### src/rtl/id_scan_arb.sv
`default_nettype none
// ============================================================================
// Module   : id_scan_arb
// Brief    : Two-requester arbiter feeding a letter-then-digits identifier
//            recognizer with per-requester saturating match counters.
// Revision : 1.0 - initial release
// ============================================================================
module id_scan_arb #(
    parameter int MAX_LEN = 16
) (
    input  logic       clk,
    input  logic       rst_n,
    input  logic [7:0] req0_char,
    input  logic       req0_valid,
    output logic       req0_ready,
    input  logic [7:0] req1_char,
    input  logic       req1_valid,
    output logic       req1_ready,
    output logic       busy,
    output logic       token_done,
    output logic       token_match,
    output logic       token_ovf,
    output logic       token_src,
    output logic [7:0] match_cnt0,
    output logic [7:0] match_cnt1
);

    typedef enum logic [0:0] {
        ARB = 1'b0,
        OWN = 1'b1
    } ctl_e;

    typedef enum logic [1:0] {
        S0  = 2'd0,
        S1  = 2'd1,
        S2  = 2'd2,
        REJ = 2'd3
    } rec_e;

    localparam logic [7:0] C_MAX_LEN = 8'(MAX_LEN);

    ctl_e       ctl_q, ctl_d;
    rec_e       rec_q, rec_d;
    logic       owner_q, owner_d;
    logic       prio_q, prio_d;
    logic [7:0] len_q, len_d;
    logic       done_q, done_d;
    logic       match_q, match_d;
    logic       ovf_q, ovf_d;
    logic       src_q, src_d;
    logic [7:0] cnt0_q, cnt0_d;
    logic [7:0] cnt1_q, cnt1_d;

    logic [7:0] w_char;
    logic       w_valid;
    logic       w_letter;
    logic       w_digit;

    always_comb begin
        w_char   = owner_q ? req1_char  : req0_char;
        w_valid  = owner_q ? req1_valid : req0_valid;
        w_letter = ((w_char >= 8'h41) && (w_char <= 8'h5A)) ||
                   ((w_char >= 8'h61) && (w_char <= 8'h7A));
        w_digit  = (w_char >= 8'h30) && (w_char <= 8'h39);
    end

    always_comb begin
        ctl_d   = ctl_q;
        rec_d   = rec_q;
        owner_d = owner_q;
        prio_d  = prio_q;
        len_d   = len_q;
        done_d  = 1'b0;
        match_d = match_q;
        ovf_d   = ovf_q;
        src_d   = src_q;
        cnt0_d  = cnt0_q;
        cnt1_d  = cnt1_q;

        // Counters follow the registered result, one edge after the pulse starts.
        if (done_q && match_q) begin
            if (!src_q && (cnt0_q != 8'hFF)) cnt0_d = cnt0_q + 8'd1;
            if (src_q && (cnt1_q != 8'hFF))  cnt1_d = cnt1_q + 8'd1;
        end

        case (ctl_q)
            ARB: begin
                if (req0_valid || req1_valid) begin
                    owner_d = (req0_valid && req1_valid) ? prio_q : req1_valid;
                    prio_d  = ~owner_d;
                    ctl_d   = OWN;
                    rec_d   = S0;
                    len_d   = 8'd0;
                end
            end
            OWN: begin
                if (w_valid) begin
                    if (w_letter || w_digit) begin
                        if (len_q == C_MAX_LEN) begin
                            done_d  = 1'b1;
                            match_d = 1'b0;
                            ovf_d   = 1'b1;
                            src_d   = owner_q;
                            ctl_d   = ARB;
                        end else begin
                            len_d = len_q + 8'd1;
                            case (rec_q)
                                S0:      rec_d = w_letter ? S1 : REJ;
                                S1:      rec_d = w_letter ? S1 : S2;
                                S2:      rec_d = w_letter ? S1 : S2;
                                REJ:     rec_d = REJ;
                                default: rec_d = REJ;
                            endcase
                        end
                    end else begin
                        ctl_d = ARB;
                        if (rec_q != S0) begin
                            done_d  = 1'b1;
                            match_d = (rec_q == S2);
                            ovf_d   = 1'b0;
                            src_d   = owner_q;
                        end
                    end
                end
            end
            default: ctl_d = ARB;
        endcase
    end

    always_ff @(posedge clk) begin
        if (!rst_n) begin
            ctl_q   <= ARB;
            rec_q   <= S0;
            owner_q <= 1'b0;
            prio_q  <= 1'b0;
            len_q   <= 8'd0;
            done_q  <= 1'b0;
            match_q <= 1'b0;
            ovf_q   <= 1'b0;
            src_q   <= 1'b0;
            cnt0_q  <= 8'd0;
            cnt1_q  <= 8'd0;
        end else begin
            ctl_q   <= ctl_d;
            rec_q   <= rec_d;
            owner_q <= owner_d;
            prio_q  <= prio_d;
            len_q   <= len_d;
            done_q  <= done_d;
            match_q <= match_d;
            ovf_q   <= ovf_d;
            src_q   <= src_d;
            cnt0_q  <= cnt0_d;
            cnt1_q  <= cnt1_d;
        end
    end

    assign busy        = (ctl_q == OWN);
    assign req0_ready  = (ctl_q == OWN) && !owner_q;
    assign req1_ready  = (ctl_q == OWN) && owner_q;
    assign token_done  = done_q;
    assign token_match = match_q;
    assign token_ovf   = ovf_q;
    assign token_src   = src_q;
    assign match_cnt0  = cnt0_q;
    assign match_cnt1  = cnt1_q;

endmodule
`default_nettype wire

### config.mk
export PLATFORM = sky130hd
export DESIGN_NAME = id_scan_arb
export DESIGN_NICKNAME = d
export VERILOG_FILES = /design/src/rtl/id_scan_arb.sv
export SDC_FILE = /design/constraint.sdc
export NUM_CORES = 1
export LEC_CHECK = 0
export CAP_MARGIN = 20
export CORE_ASPECT_RATIO = 0.5
export CORE_MARGIN = 4
export CORE_UTILIZATION = 55
export CTS_BUF_LIST = sky130_fd_sc_hd__clkbuf_4 sky130_fd_sc_hd__clkbuf_8
export DETAILED_ROUTE_END_ITERATION = 7
export DONT_BUFFER_PORTS = 1
export GPL_ROUTABILITY_DRIVEN = 1
export PLACE_DENSITY = 0.74
export SLEW_MARGIN = 5
export SYNTH_ARGS = -nofsm -noshare
export SYNTH_HDL_FRONTEND = slang
export SYNTH_SLANG_ARGS = --single-unit
### constraint.sdc
create_clock -name clk -period 2.7 [get_ports clk]
set_input_delay 0.54 -clock clk [delete_from_list [all_inputs] [get_ports clk]]
set_output_delay 0.54 -clock clk [all_outputs]
set_load 0.005 [all_outputs]
==> impl_metrics.csv <==
group,metric,value,unit
synthesis,ys_ff_latch,33,
clock_tree,clockBufferDepth,2,
setup_path,crit_fanout,8,
route,vias,1611,
route,drtPass1Iterations,4,
layout,diodes,0,
sta,slew_violations,0,
clock_tree,tritoncts,"yes",
synthesis,syn_inst,223,
layout,fin_nets,253,
route,wl_met2,1.670,mm
sta,period_needed,2.016,ns
sta,max-slew-margin-rel,61.03,%
clock_tree,clock_latency,0.28,ns
route,wl_per_cell,14.64,um
floorplanning,rows,14,
min_path,hold_start,"rst_n",
setup_path,r2r_cells,9,
place,numPortBuffers,0,
route,maxUsedRoutingLayer,"met4",
route,via_per_inst,6.056,
route,dr_wl_met3,287,um
place,place_area,0.001901,mm2
min_path,hold_class,"in2reg",
floorplanning,start_util,59.87,%
sta,period_share,74.67,%
setup_path,regToRegStartpoint,"len_q[0]",
synthesis,ys_top_cells_by_area,"dfxtp_1 35%, nand2_1 5.4%, ha_1 5.4%, and2_1 5.0%, nand4_1 3.7%",
layout,nFillCells,277,
clock_tree,path_clk_slew,0.07,ns
sta,rsz0062_at_grt,"false",
layout,area_growth_syn_to_layout,6.435,%
clock_tree,cts_made_buffers,5,
grt,gr-usage-all-layers,17.49,%
route,route.detailed.drc,0,
route,drt_iter0_drc,56,
route,routed_wl,3.893,mm
sta,hold_viol_final,0,
power_and_ir_drop,pwr_density_cell,469.1,mW/mm2
layout,drive_above_1_share,7.965,%
clock_tree,cts_resized,0,
synthesis,synthFlopType,"dfxtp_1",
synthesis,yosys_warnings,0,
floorplanning,core-area,0.003118,mm2
grt,grt_overflow,0,
grt,grt_pass1_wl,6.451,mm
setup_path,crit_type,"reg2reg",
synthesis,async_flop_share,0,%
synthesis,synth_area,0.001867,mm2
setup_path,slowest_stage,"dfxtp_1",
setup_path,r2r_end,"len_q[3]",
sta,tightest_slew,0.5840,ns
setup_path,crit_arrival,2.18,ns
place,place_congestion,0.8162,
layout,utilization,63.72,%
synthesis,synth_area_leader_cell,"dfxtp_1",
place,dp_hpwl,2.885,mm
setup_path,end_kind,"register",
layout,final_cell_area,0.001987,mm2
layout,final_cell_mix,"33 x dfxtp_1, 27 x nand2_1, 15 x and2_1",
clock_tree,ctsRootBufferMaster,"clkbuf_8",
clock_tree,cts_sinks,33,
setup_path,crit_start,"len_q[0]",
floorplanning,die_w,90.39,um
sta,final-setup-viol-count,0,
min_path,whs_path_depth,1,
synthesis,synth.distinct_cells,49,
route,wl_met1,1.897,mm
setup_path,r2r_setup_slack,0.68,ns
job,drv_cap,0,
power_and_ir_drop,p_leak,0.7452,nW
min_path,worstHoldEndpoint,"match_cnt1[5]",
setup_path,critical-path-top-delay-family,"simple AND/OR/NAND/NOR gates",
grt,antenna_found_initial,0,
synthesis,postSynthAreaPerCell,8.371,um2
power_and_ir_drop,vdd_drop_max,0.2484,mV
clock_tree,htreeDepth,2,
floorplanning,ios,43,
floorplanning,dieHeight,49.20,um
route,ant_nets,0,
sta,fmax,496.0,MHz
layout,final_common_cell,"dfxtp_1",
run_status,status,"finished, final reports clean",
floorplanning,die_area,0.004447,mm2
grt,grt_start_max_net_pins,38,
setup_path,max_stage_delay,0.41,ns
synthesis,synth_edf_count,0,
clock_tree,hold_buffers,0,
synthesis,syn-num-nets,251,
sta,setup_tns,0,ns
clock_tree,post_cts_buffers,0,
setup_path,critPathRequiredTime,2.87,ns
setup_path,start_kind,"register",
sta,fin_worst_skew,0.007049,ns
grt,grt_pass1_vias,1456,
synthesis,synth_top_area_share,35.39,%
setup_path,path_cells,"inv_1 > ha_1 > nor4b_1 > and2_1 > nor2_1 > o21ai_1 > buf_4 > and3_1 > a211o_1",
setup_path,critical_path_buf_inv_count,2,
synthesis,ys_seq_area_share,35.39,%
==> worst max path at each step <==
stage | slack (ns) | cells past startpoint | to
2_1_floorplan | 0.54 | 6 | token_src
3_3_place_gp | 0.50 | 6 | token_src
3_5_place_dp | 0.47 | 6 | token_src
4_1_cts | 0.68 | 9 | len_q[3]
5_1_grt | 0.50 | 9 | len_q[7]
6_report | 0.68 | 9 | len_q[3]
==> where the power goes <==
group / internal, mW / total [mW] / switching, mW
sequential: 0.493 / 0.506 / 0.0125
combinational: 0.0277 / 0.0601 / 0.0324
clock: 0.189 / 0.366 / 0.178
total: 0.710 / 0.932 / 0.222
==> worst register-to-register path, cell delays in order (launching register included) <==
cell     delay [ns]
dfxtp_1        0.41
inv_1          0.07
ha_1           0.19
nor4b_1        0.14
and2_1         0.17
nor2_1         0.15
o21ai_1        0.10
buf_4          0.18
and3_1         0.21
a211o_1        0.30
==> state kept, by name, summed over array words and instances (netlist names), 2 cells and up <==
name and count:
len_q 8, rec_q 2, match_cnt0 8, match_cnt1 8
==> through the flow <==
| stage | power [mW] | instances | worst slack, ns | hold slack, ns |
|---|---|---|---|---|
| 2_1_floorplan | 0.5696 | 223 | 0.5399 | 0.4695 |
| 3_3_place_gp | 0.5745 | 258 | 0.4978 | 0.4950 |
| 3_5_place_dp | 0.5766 | 258 | 0.4666 | 0.5038 |
| 4_1_cts | 0.9383 | 266 | 0.6816 | 0.3742 |
| 5_1_grt | 0.9690 | 266 | 0.5046 | 0.3697 |
| 6_report | 0.9320 | 266 | 0.6839 | 0.3931 |
==> routing by layer <==
layer | vias to the layer above | global-route usage, %
li1 | 815 | -
met1 | 737 | 22.36
met2 | 52 | 28.43
met3 | 7 | 6.471
met4 | 0 | 3.553
met5 | - | 0
==> cell families (layout without fill, tap and decap cells) <==
| family | count (synthesis) | count (layout) | share of synthesized area, % |
|---|---|---|---|
| compound gates | 49 | 49 | 19.17 |
| xor+xnor | 11 | 11 | 5.161 |
| fa+ha+maj | 8 | 8 | 5.362 |
| buf+inv | 14 | 17 | 2.882 |
| flops | 33 | 33 | 35.39 |
| mux | 3 | 3 | 1.743 |
| simple gates | 105 | 105 | 30.30 |
==> layout make-up <==
type	instances	area [um2]	share of cell area (%)
clock buffer	6	76.32	3.841
clock inverter	2	10.01	0.5038
inverter	8	30.03	1.511
multi-input combinational	176	1152	58.00
sequential	33	660.6	33.25
tap	40	50.05	2.519
timing repair buffer	1	7.507	0.3778
==> Yosys cell counts, drive strengths merged (4+ instances only) <==
cell	number
nor3b	5
a211o	5
nor3	8
and2	15
dfxtp	33
o2111ai	4
inv	8
nand4	11
nand3	9
ha	8
nor2b	4
clkbuf	5
a21oi	5
nand2	27
xor2	4
o21ai	14
or3	4
nor2	12
a21boi	6
xnor2	7
Note: power is estimated with default switching activity, not from simulation.
